--- config.mk ---
export PLATFORM = sky130hd
export DESIGN_NAME = chnl_slave_fifo
export DESIGN_NICKNAME = d
export VERILOG_FILES = /design/src/rtl/mcdf_pkg.sv /design/src/rtl/chnl_fifo_mem.sv /design/src/rtl/chnl_slave_fifo.sv
export SDC_FILE = /design/constraint.sdc
export NUM_CORES = 1
export LEC_CHECK = 0
export ABC_CLOCK_PERIOD_IN_PS = 2500
export CORE_ASPECT_RATIO = 0.5
export CORE_MARGIN = 1
export CORE_UTILIZATION = 55
export CTS_BUF_LIST = sky130_fd_sc_hd__clkbuf_8
export DETAILED_ROUTE_END_ITERATION = 6
export PLACE_DENSITY = 0.85
export SLEW_MARGIN = 40
export SYNTH_ARGS = -nofsm -noshare
export SYNTH_HDL_FRONTEND = slang
export SYNTH_HIERARCHICAL = 1
export SYNTH_SLANG_ARGS = --single-unit
--- constraint.sdc ---
create_clock -name clk -period 2.5 [get_ports clk]
set_input_delay 0.5 -clock clk [delete_from_list [all_inputs] [get_ports clk]]
set_output_delay 0.5 -clock clk [all_outputs]
set_load 0.03 [all_outputs]
--- src/rtl/mcdf_pkg.sv ---
// Shared channel constants for the multi-channel data formatter.
package mcdf_pkg;
   localparam int CH_DW      = 8;
   localparam int FIFO_DEPTH = 32;
   localparam int MARGIN_W   = $clog2(FIFO_DEPTH) + 1;
endpackage

--- src/rtl/chnl_fifo_mem.sv ---
// Channel FIFO storage: one synchronous write port, one asynchronous read port, no reset.
module chnl_fifo_mem #(
   parameter int DW    = 8,
   parameter int DEPTH = 32
) (
   input  logic                     clk,
   input  logic                     we,
   input  logic [$clog2(DEPTH)-1:0] waddr,
   input  logic [DW-1:0]            wdata,
   input  logic [$clog2(DEPTH)-1:0] raddr,
   output logic [DW-1:0]            rdata
);
   logic [DW-1:0] mem [DEPTH];

   always_ff @(posedge clk) begin
      if (we) mem[waddr] <= wdata;
   end

   assign rdata = mem[raddr];
endmodule

--- src/rtl/chnl_slave_fifo.sv ---
// Slave channel FIFO: show-ahead buffer between a valid/ready channel and the arbiter.
// Defining CHNL_SLV_WORD_CNT_EN adds a 16-bit wrapping count of accepted words (word_cnt).
module chnl_slave_fifo
   import mcdf_pkg::*;
#(
   parameter int DW    = CH_DW,
   parameter int DEPTH = FIFO_DEPTH
) (
   input  logic                   clk,
   input  logic                   rstn,
   input  logic                   en,
   input  logic [DW-1:0]          ch_data,
   input  logic                   ch_valid,
   output logic                   ch_ready,
   output logic                   rcv_vld,
   output logic [DW-1:0]          slv_data,
   output logic                   slv_req,
   input  logic                   slv_fetch,
`ifdef CHNL_SLV_WORD_CNT_EN
   output logic [15:0]            word_cnt,
`endif
   output logic [$clog2(DEPTH):0] slv_margin
);
   localparam int AW = $clog2(DEPTH);
   localparam int CW = AW + 1;
   localparam logic [CW-1:0] DEPTH_C = CW'(DEPTH);

   logic [AW-1:0] wr_ptr;
   logic [AW-1:0] rd_ptr;
   logic [CW-1:0] count;
   logic          push;
   logic          pop;

   // rstn gates ready so the channel sees no acceptance while reset is held
   assign ch_ready   = rstn & en & (count < DEPTH_C);
   assign push       = ch_valid & ch_ready;
   assign rcv_vld    = push;
   assign slv_req    = (count != '0);
   assign pop        = slv_fetch & slv_req;
   assign slv_margin = DEPTH_C - count;

   always_ff @(posedge clk or negedge rstn) begin
      if (!rstn) begin
         wr_ptr <= '0;
         rd_ptr <= '0;
         count  <= '0;
      end else begin
         if (push) wr_ptr <= wr_ptr + AW'(1);
         if (pop)  rd_ptr <= rd_ptr + AW'(1);
         case ({push, pop})
            2'b10:   count <= count + CW'(1);
            2'b01:   count <= count - CW'(1);
            default: count <= count;
         endcase
      end
   end

`ifdef CHNL_SLV_WORD_CNT_EN
   always_ff @(posedge clk or negedge rstn) begin
      if (!rstn)     word_cnt <= '0;
      else if (push) word_cnt <= word_cnt + 16'd1;
   end
`endif

   chnl_fifo_mem #(
      .DW    (DW),
      .DEPTH (DEPTH)
   ) u_mem (
      .clk   (clk),
      .we    (push),
      .waddr (wr_ptr),
      .wdata (ch_data),
      .raddr (rd_ptr),
      .rdata (slv_data)
   );
endmodule

Word-level counts from Yosys, hierarchy flattened
Memories as Yosys holds them, arrays and structs flattened.
Cells that the tools add are included.
{ "op_classes": {"add_sub_neg": 5, "n_mul": 0, "div": 0, "magnitude_cmp": 1, "n_eq_ne": 2, "shift": 0, "mux": 3, "bitwise": 4, "n_reduce_logical": 2} }
{ "ops": {"columns": ["cell", "n"], "rows": [
  ["$pmux 6 s2", 1],
  ["$add 5x1->5 const B", 2],
  ["$add 6x1->6 const B", 1],
  ["$lt 6x6->1 const B", 1],
  ["$reduce_bool 6->1", 1],
  ["$sub 6x1->6 const B", 1],
  ["$sub 6x6->6 const A", 1],
  ["$and 1x1->1", 4],
  ["$eq 2x1->1 const B", 1],
  ["$eq 2x2->1 const B", 1],
  ["$mux 1", 2],
  ["$reduce_bool 2->1", 1]
]} }
{ "word_totals": {"reg_bits": 16, "latchBits": 0, "mem_bits_rw": 256, "romBits": 0, "inputBits": 13, "mem_count": 1} }
{ "memory_table": {"columns": ["name", "depth", "word_bits", "rd", "rd_ports_with_merged_regs", "write_ports", "line", "rtl"], "rows": [
  ["u_mem.mem", 32, 8, 1, 0, 1, "chnl_fifo_mem.sv:13", "logic [DW-1:0] mem [DEPTH];"]
]} }

Depth between registers and ports, before layout
Gate-level depths: netlist (run 1).
{ "logic_depth": {"word_depth": 5, "ltp_mapped": 10, "ltp_nobuf": 10} }

Cells and area by module
Netlist (run 1), hierarchy kept.
{ "modules_own_cells": {"columns": ["mod", "instances", "cells_per_inst", "area_each_um2"], "rows": [
  ["chnl_fifo_mem", 1, 409, 9893.2],
  ["chnl_slave_fifo", 1, 94, 987.2]
]} }

Least setup slack after synthesis (run 1)
No wires, ideal clock.
{ "synth_timing": {"path_type": "input port to flip-flop", "startpoint": "in rstn", "endpoint": "mem u_mem.mem[0][0], enable pin", "setup_ns": 0.370, "t_arrival_ns": 2.534, "required_time_ns": 2.130, "path_slack_ns": -0.405, "path_stages": 7, "cell_sequence": "nand2_1 -> nor2_1 -> nand2_1 -> inv_1 -> or3b_2 -> clkbuf_1 -> nor2_1"} }
{ "synth_via": {"elab_chain_len": 5} }
{ "synth_lines": {"columns": ["element", "line", "rtl"], "rows": [
  ["from (decl)", "chnl_slave_fifo.sv:10", "input logic rstn,"],
  ["$and 1x1->1 (2 in a row)", "chnl_slave_fifo.sv:35", "assign ch_ready = rstn & en & (count < DEPTH_C);"],
  ["via ch_ready", "chnl_slave_fifo.sv:14", "output logic ch_ready,"],
  ["$and 1x1->1", "chnl_slave_fifo.sv:36", "assign push = ch_valid & ch_ready;"],
  ["via rcv_vld", "chnl_slave_fifo.sv:15", "output logic rcv_vld,"],
  ["$mux 1", "chnl_fifo_mem.sv:16", "if (we) mem[waddr] <= wdata;"],
  ["$mux 1 (implied by the code)", "chnl_fifo_mem.sv:16", null],
  ["to (decl)", "chnl_fifo_mem.sv:13", null]
]} }
The timed path passes the listed nets, and every way through them passes these cells.

Worst setup path in the final report (run 1)
{ "layout_timing": {"startpoint": "reg rd_ptr[0]", "endpoint": "out slv_data[3]"} }
{ "layout_via": {"elab_chain_len": 1} }
{ "layout_lines": {"columns": ["element", "line", "rtl"], "rows": [
  ["from (decl)", "chnl_slave_fifo.sv:29", "logic [AW-1:0] rd_ptr;"],
  ["from (signal assigned)", "chnl_slave_fifo.sv:49", "if (pop) rd_ptr <= rd_ptr + AW'(1);"],
  ["$mem_v2 32x8", null, null],
  ["to (decl)", "chnl_slave_fifo.sv:16", "output logic [DW-1:0] slv_data,"]
]} }
No other way between the ends.

==> results of run 1 <==
## critical path, stage by stage, from the launching register on
cell and delay, ns:
dfrtp_4 0.52, buf_6 0.15, buf_12 0.12, buf_16 0.14
mux4_2 0.45, mux4_2 0.53, mux2_4 0.30, buf_6 0.14
## per-layer routing
layer | wire [microns] | vias up | part of all wire (%)
li1 | - | 2390 | -
met1 | 10300 | 3049 | 37
met2 | 12900 | 492 | 47
met3 | 3540 | 74 | 13
met4 | 800 | 0 | 2.9
met5 | 0 | - | 0
## cell families after synthesis
group	Yosys count
flip-flops	272
XOR/XNOR	15
multiplexers	90
buffers and inverters	29
AO/OA/AOI/OAI	17
adder cells (fa/ha/maj)	9
AND/OR/NAND/NOR	71
## timing repair
action,4_1_cts,5_1_grt
endpoints found under the hold margin,0,0
buffers inserted,8,5
endpoints found under the setup margin,16,13
resized for setup,49,17
cloned,4,2
## area by class of cell
| class | instances | area (sq um) | area share (%) |
|---|---|---|---|
| clock inverters | 28 | 175 | 1.32 |
| well taps | 259 | 324 | 2.43 |
| multi-input cells | 202 | 2800 | 21.0 |
| repair buffers | 130 | 1310 | 9.86 |
| flip-flops and latches | 272 | 8090 | 60.8 |
| clock buffers | 42 | 578 | 4.34 |
| inverters | 7 | 30.0 | 0.226 |
## synthesized netlist by cell type (all sizes together), types with 2 or more instances
cell type,number
edfxtp,256
clkbuf,7
dfrtp,16
or3b,3
buf,15
mux2,10
xor2,5
nand4,4
nand3b,5
nor2,37
xnor2,10
inv,7
nand3,3
nand2,10
nor2b,3
a21oi,2
ha,8
nor3b,3
o21ai,5
mux4,80
## sequential cells by signal (all words and copies together) (netlist names)
signal     flops
wr_ptr         5
rd_ptr         5
u_mem/mem    256
count          6
## final timing paths
check | from | to | slack [ns] | cells after the start
max reg2reg | count[1] | count[5] | 0.12 | 9
max in group asynchronous | rstn | rd_ptr[2] | 1.94 | 2
max | rd_ptr[0] | slv_data[3] | -0.89 | 7
min in group clk | wr_ptr[0] | wr_ptr[0] | 0.59 | 1
min reg2reg | wr_ptr[0] | wr_ptr[0] | 0.59 | 1
min | rstn | rd_ptr[3] | 0.32 | 2
## power by group through the flow
stage	combinational [mW]	clock, mW	sequential [mW]
finish	6.13	3.46	5.39
global route	6.34	3.69	5.39
CTS	5.83	3.43	5.36
detailed placement	5.20	0	5.45
global placement	5.05	0	5.44
floorplan	3.67	0	5.39
## through the flow
stage               utilization (%)  power (mW)
floorplan                         -        9.05
global placement               64.6        10.5
detailed placement             64.6        10.6
CTS                            70.1        14.6
global route                   70.5        15.4
finish                         70.5        15.0
==> results.py, run 1 <==
metrics = {
    "run_status": {
        "outcome": "finished with violations",
        "violations": "setup timing",
    },
    "routing": {
        "routedWlPerCell_microns": 29.3,
        "dr.pass1.iters": 5,
        "wl_microns": 27500,
        "drt_iter0_markers": 853,
        "viasPerCell": 6.39,
        "routed-via-count": 6005,
        "drc": 0,
        "antenna_left": 0,
    },
    "synthesis": {
        "async_flop_share_pct": 5.88,
        "synthFlopType": "edfxtp_1",
        "ys_seq_area_share_pct": 74.3,
        "synth_compound_area_share_pct": 1.30,
        "synthMuxAreaShare_pct": 17.6,
        "synth_edf_count": 256,
        "ys_ff_latch": 272,
        "yosys.area_share.simple_pct": 3.14,
        "synthTopCellsByArea": "edfxtp_1 71%, mux4_2 17%, dfrtp_1 3.7%",
        "syn_nets": 525,
        "synth_xor_area_share_pct": 1.21,
        "syn_avg_cell_area_sq_um": 21.6,
        "synth_fa_ha_area_share_pct": 1.10,
        "synth_top_family_by_area": "multiplexers",
        "synth_top_area_cell": "edfxtp_1",
        "synth_warnings": 6,
        "syn_area_sq_um": 10900,
        "ys_types": 37,
        "netlist_instances": 503,
        "netlist.area_leader.share_pct": 70.7,
    },
    "floorplan": {
        "die_x_microns": 201,
        "start_util_pct": 57.6,
        "coreArea_sq_um": 18900,
        "die_area_sq_um": 20400,
        "die_y_microns": 101,
        "io_pins": 30,
        "std_cell_rows": 35,
    },
    "grt": {
        "grt_max_degree": 33,
        "grt_pass1_wl_microns": 39800,
        "use_met3_pct": 6.27,
        "antenna_found_initial": 0,
        "grt_overflow": 0,
        "track_usage_pct": 27.9,
        "gr-max-usage-layer": "met2",
        "met2_usage_pct": 45.2,
        "use_met1_pct": 38.8,
        "grt_pass1_vias": 6023,
    },
    "cells_and_area": {
        "layout-drive-gt1-share_pct": 41.7,
        "area_growth_pct": 22.4,
        "n_antenna_cell": 0,
        "layout_common_cells": "256 x edfxtp_1, 81 x buf_4, 80 x mux4_2",
        "fin_area_sq_um": 13300,
        "final_common_cell": "edfxtp_1",
        "nFillCells": 993,
        "fin_nets": 673,
        "finalNonFillerCells": 940,
    },
    "pwr": {
        "p_comb_share_pct": 40.9,
        "p_int_mw": 10.1,
        "power_density_nw_per_um2": 1130,
        "sw_frac_of_total_pct": 32.6,
        "power.share.sequential_pct": 36.0,
        "switchingPower_mw": 4.89,
        "leakage_nw": 4.50,
        "clkPwrFrac_pct": 23.1,
        "ir_drop_mv": 0.900,
    },
    "clock_network": {
        "tritoncts": "built",
        "clk_pin_slew_ns": 0.08,
        "root_buffer": "clkbuf_8",
        "cts_htree_levels": 2,
        "cts_buffer_depth": 3,
        "clk_latency_ns": 0.54,
        "hold_buffers": 0,
        "cts_buffers": 38,
        "numClockSinks": 272,
    },
    "timing": {
        "maxSlewViolCount": 0,
        "max_slew_margin_pct": 65.2,
        "skew_ns": 0.0257,
        "fin_ws_ns": -0.895,
        "worstMarginPinSlew_ns": 0.522,
        "hold_slack_ns": 0.319,
        "finalHoldViolations": 0,
        "setup_viol": 8,
        "max_freq_mhz": 295,
        "period_share_pct": 136,
        "setup-tns-final_ns": -6.97,
        "period_needed_ns": 3.39,
        "rsz0062_at_grt": "true",
    },
    "hold_path": {
        "hold_path.class": "in -> async",
    },
    "worst_setup_path": {
        "cp.required_ns": 2.00,
        "worst-setup-path-type": "reg -> out",
        "worstSetupEndpointType": "primary output",
        "arrival_ns": 2.89,
        "critPathLaunchType": "flop",
        "cp_max_fo": 7,
    },
    "placed_design": {
        "port_buffers": 29,
        "place_congestion": 0.821,
        "post-place-cells": 853,
        "pre_cts_ws_ns": -0.509,
        "hpwl_microns": 15600,
        "dpl-instance-area_sq_um": 12200,
    },
    "run": {
        "cap_violations": 0,
    },
}
(Power assumes the default switching activity.)
==> run 2: changes to the inputs <==
--- a/config.mk
+++ b/config.mk
@@ -11,7 +11,9 @@
 export CORE_UTILIZATION = 55
 export CTS_BUF_LIST = sky130_fd_sc_hd__clkbuf_8
 export DETAILED_ROUTE_END_ITERATION = 6
+export GPL_TIMING_DRIVEN = 1
 export PLACE_DENSITY = 0.85
+export SKIP_CTS_REPAIR_TIMING = 1
 export SLEW_MARGIN = 40
 export SYNTH_ARGS = -nofsm -noshare
 export SYNTH_HDL_FRONTEND = slang
==> results.py, run 2 (synthesized netlist as in run 1, its figures left out) <==
metrics = {
    "grt": {
        "track_usage_pct": 25.4,
        "grt_pass1_vias": 5876,
        "grt_pass1_wl_microns": 36500,
        "antenna_found_initial": 1,
        "grt_max_degree": 33,
        "grt_overflow": 0,
    },
    "routing": {
        "routedWlPerCell_microns": 28.7,
        "drt_iter0_markers": 888,
        "antenna_left": 0,
        "wl_microns": 26800,
        "viasPerCell": 6.33,
        "routed-via-count": 5923,
        "dr.pass1.iters": 5,
        "drc": 0,
    },
    "worst_setup_path": {
        "worstSetupEndpointType": "primary output",
        "worst-setup-path-type": "reg -> out",
        "critPathLaunchType": "flop",
        "cp.required_ns": 2.00,
        "arrival_ns": 2.87,
        "cpMostUsedCell": "mux4_2",
        "crit_chain": "buf_12, clkbuf_16, mux4_2, mux4_2, mux2_4, buf_6",
        "cp-endpoint": "slv_data[0]",
        "r2r_end": "count[5]",
        "critical-path-slowest-cell": "mux4_2",
        "crit_path_start": "rd_ptr[0]",
        "cp_max_fo": 6,
        "rr_startpoint": "count[0]",
        "cpPeakStageDelay_ns": 0.58,
        "r2r_cells": 9,
        "r2r_setup_slack_ns": 0.10,
    },
    "timing": {
        "fin_ws_ns": -0.874,
        "maxSlewViolCount": 0,
        "setup_viol": 8,
        "max_slew_margin_pct": 69.3,
        "rsz0062_at_grt": "true",
        "max_freq_mhz": 296,
        "finalHoldViolations": 0,
        "period_needed_ns": 3.37,
        "skew_ns": 0.0344,
        "hold_slack_ns": 0.310,
        "period_share_pct": 135,
        "worstMarginPinSlew_ns": 0.461,
    },
    "run_status": {
        "outcome": "finished with violations",
        "violations": "setup timing",
    },
    "placed_design": {
        "pre_cts_ws_ns": -0.509,
        "hpwl_microns": 15600,
        "port_buffers": 29,
        "place_congestion": 0.821,
        "post-place-cells": 853,
    },
    "pwr": {
        "p_comb_share_pct": 39.6,
        "p_int_mw": 9.89,
        "leakage_nw": 4.46,
        "ir_drop_mv": 0.937,
        "switchingPower_mw": 4.79,
        "clkPwrFrac_pct": 23.7,
        "power.share.sequential_pct": 36.7,
        "sw_frac_of_total_pct": 32.6,
        "power_density_nw_per_um2": 1110,
    },
    "floorplan": {
        "io_pins": 30,
        "start_util_pct": 57.6,
        "coreArea_sq_um": 18900,
        "std_cell_rows": 35,
        "die_y_microns": 101,
        "die_area_sq_um": 20400,
        "die_x_microns": 201,
    },
    "cells_and_area": {
        "final_common_cell": "edfxtp_1",
        "final-seq-area_sq_um": 8090,
        "layout-drive-gt1-share_pct": 41.3,
        "largest_reg_flops": 256,
        "reg.largest.list": "u_mem/mem: 256 flops, count: 6 flops",
        "nFillCells": 1022,
        "post-route-util_pct": 69.9,
        "layout_common_cells": "256 x edfxtp_1, 84 x buf_4, 80 x mux4_2",
        "n_antenna_cell": 0,
        "regMostFlops": "u_mem/mem",
        "multi_input_area_sq_um": 2800,
        "finalNonFillerCells": 935,
        "fin_nets": 668,
        "area_growth_pct": 21.2,
    },
    "run": {
        "cap_violations": 0,
    },
    "clock_network": {
        "root_buffer": "clkbuf_8",
        "tritoncts": "built",
        "cts_buffer_depth": 3,
        "cts_buffers": 38,
        "clk_latency_ns": 0.55,
        "clk_pin_slew_ns": 0.08,
        "numClockSinks": 272,
        "cts_htree_levels": 2,
    },
    "hold_path": {
        "hold_path.class": "in -> async",
    },
}
==> run 2: cell types whose count changed in the layout (fill, tap and decap cells not counted), moves of 3 or more <==
cell	change
buf_16	-3
buf_6	-3
buf_4	+3
buf_12	-3
dlygate4sd2_1	-3
dlymetal6s2s_1	+4
==> run 2: routing by layer <==
layer	vias to the layer above	wire, microns	global-route usage (%)	part of all wire (%)
met1	3014	10000	35.9	37
met4	0	550	7.16	2.1
met2	468	12800	40.9	48
met5	-	0	0	0
li1	2378	-	-	-
met3	63	3410	5.47	13
==> run 2: area by class of cell <==
class | instances | area share, %
flip-flops and latches | 272 | 61.4
multi-input cells | 202 | 21.2
repair buffers | 125 | 9.00
clock buffers | 42 | 4.38
well taps | 259 | 2.46
clock inverters | 28 | 1.33
inverters | 7 | 0.228
==> run 2: how the worst min path moves through the flow <==
stage	endpoint	slack, ns	cells past startpoint
after floorplan	count[0]	0.20	0
after global placement	count[1]	0.54	2
after detailed placement	wr_ptr[0]	0.57	1
after CTS	rd_ptr[4]	0.31	2
after global routing	rd_ptr[4]	0.33	2
final	rd_ptr[4]	0.31	2
==> run 2: power groups by stage <==
stage / clock network [mW] / logic [mW] / registers (mW)
after global placement: 0 / 5.05 / 5.44
after CTS: 3.43 / 5.24 / 5.36
after global routing: 3.68 / 6.04 / 5.40
after detailed placement: 0 / 5.20 / 5.45
after floorplan: 0 / 3.67 / 5.39
final: 3.47 / 5.81 / 5.39
==> run 2: stage by stage <==
stage / instance area, sq um / setup TNS [ns] / power, mW
floorplan: 11100 / -0.0916 / 9.05
global placement: 12200 / -15.48 / 10.5
detailed placement: 12200 / -19.26 / 10.6
CTS: 12900 / -10.05 / 14.0
global route: 13200 / -7.04 / 15.1
finish: 13200 / -6.87 / 14.7
==> run 2: worst max-delay path, delay by kind of cell (launching register included) <==
family                 cells  cell delay, ns
buffers and inverters      3            0.45
multiplexers               3            1.39
flip-flops                 1            0.49
==> run 3: changes to the inputs <==
==> constraint.sdc (replaced) <==
create_clock -name clk -period 2.5 [get_ports clk]
set_input_delay 0.5 -clock clk [delete_from_list [all_inputs] [get_ports clk]]
set_output_delay 0.5 -clock clk [all_outputs]
set_load 0.05 [all_outputs]
==> results.py, run 3 (synthesized netlist as in run 1, its figures left out) <==
metrics = {
    "timing": {
        "maxSlewViolCount": 0,
        "setup_viol": 8,
        "max_freq_mhz": 298,
        "period_needed_ns": 3.35,
        "hold_slack_ns": 0.350,
        "max_slew_margin_pct": 53.9,
        "period_share_pct": 134,
        "finalHoldViolations": 0,
        "fin_ws_ns": -0.851,
        "skew_ns": 0.0254,
        "worstMarginPinSlew_ns": 0.691,
        "rsz0062_at_grt": "true",
    },
    "grt": {
        "grt_overflow": 0,
        "grt_max_degree": 33,
        "track_usage_pct": 25.1,
        "grt_pass1_vias": 5851,
        "antenna_found_initial": 0,
        "grt_pass1_wl_microns": 36500,
    },
    "cells_and_area": {
        "final_common_cell": "edfxtp_1",
        "area_growth_pct": 21.4,
        "layout_common_cells": "256 x edfxtp_1, 80 x mux4_2, 65 x buf_4",
        "n_antenna_cell": 0,
        "regMostFlops": "u_mem/mem",
        "fin_area_sq_um": 13200,
        "fin_nets": 656,
        "layout-drive-gt1-share_pct": 40.5,
        "largest_reg_flops": 256,
        "reg.largest.list": "u_mem/mem: 256 flops, count: 6 flops",
    },
    "routing": {
        "routedWlPerCell_microns": 29.4,
        "antenna_left": 0,
        "drt_iter0_markers": 948,
        "routed-via-count": 6024,
        "wl_microns": 27000,
        "dr.pass1.iters": 5,
        "viasPerCell": 6.55,
        "drc": 0,
    },
    "worst_setup_path": {
        "r2r_cells": 9,
        "critPathLaunchType": "flop",
        "cp.required_ns": 2.00,
        "cp_max_fo": 5,
        "cp.buffers_inverters": 3,
        "crit_path_start": "rd_ptr[0]",
        "cpPeakStageDelay_ns": 0.56,
        "rr_startpoint": "count[1]",
        "cp_top_family": "multiplexers",
        "crit_cells": 6,
        "worstSetupEndpointType": "primary output",
        "worst-setup-path-type": "reg -> out",
        "critical-path-slowest-cell": "mux4_2",
        "arrival_ns": 2.85,
        "crit_chain": "buf_12, buf_6, mux4_2, mux4_2, mux2_4, buf_6",
    },
    "run": {
        "cap_violations": 0,
    },
    "run_status": {
        "violations": "setup timing",
        "outcome": "finished with violations",
    },
    "clock_network": {
        "numClockSinks": 272,
        "cts_htree_levels": 2,
        "clk_latency_ns": 0.52,
        "tritoncts": "built",
        "cts_buffer_depth": 3,
        "root_buffer": "clkbuf_8",
        "cts_buffers": 37,
        "clk_pin_slew_ns": 0.08,
    },
    "pwr": {
        "p_total_mw": 15.0,
        "ir_drop_mv": 1.21,
        "leakage_nw": 4.43,
        "power_density_nw_per_um2": 1140,
    },
    "placed_design": {
        "port_buffers": 29,
        "hpwl_microns": 15300,
        "dpl-instance-area_sq_um": 12200,
        "place_congestion": 0.785,
        "pre_cts_ws_ns": -0.369,
    },
    "floorplan": {
        "die_y_microns": 101,
        "start_util_pct": 57.6,
        "die_x_microns": 201,
        "die_area_sq_um": 20400,
        "std_cell_rows": 35,
        "coreArea_sq_um": 18900,
        "io_pins": 30,
    },
    "hold_path": {
        "hold_path.class": "in -> async",
    },
}
[run 3: stage by stage]
stage	setup TNS, ns	utilization [%]	std cells
6_report	-6.52	70.0	920
3_3_place_gp	-5.64	64.8	844
2_1_floorplan	-0.407	-	503
3_5_place_dp	-8.87	64.8	844
4_1_cts	-6.64	68.3	910
5_1_grt	-6.73	70.0	920
[run 3: worst paths after layout]
check                                    to  slack [ns]
worst max-delay path            slv_data[4]       -0.85
worst min-delay path              rd_ptr[0]        0.35
worst min register to register     count[1]        0.57
min in group clk                   count[1]        0.57
max in group asynchronous         rd_ptr[2]        1.92
worst max register to register     count[5]        0.20
[run 3: power breakdown]
part           total (mW)  switching (mW)  internal (mW)
clock network        3.13            1.65           1.48
logic                6.46            3.27           3.20
registers            5.42           0.282           5.14
total                15.0            5.20           9.82
[run 3: routing by layer]
metal	track usage (%)	share of wire [%]
met1	32.3	35
met2	43.9	49
met3	5.24	12
met4	8.22	3.4
met5	0	0
[run 3: final cells by class]
type | count | area (sq um)
flip-flops and latches | 272 | 8090
fillers | 1011 | 5660
multi-input cells | 202 | 2820
repair buffers | 114 | 1280
clock buffers | 40 | 551
well taps | 259 | 324
clock inverters | 26 | 110
inverters | 7 | 30.0
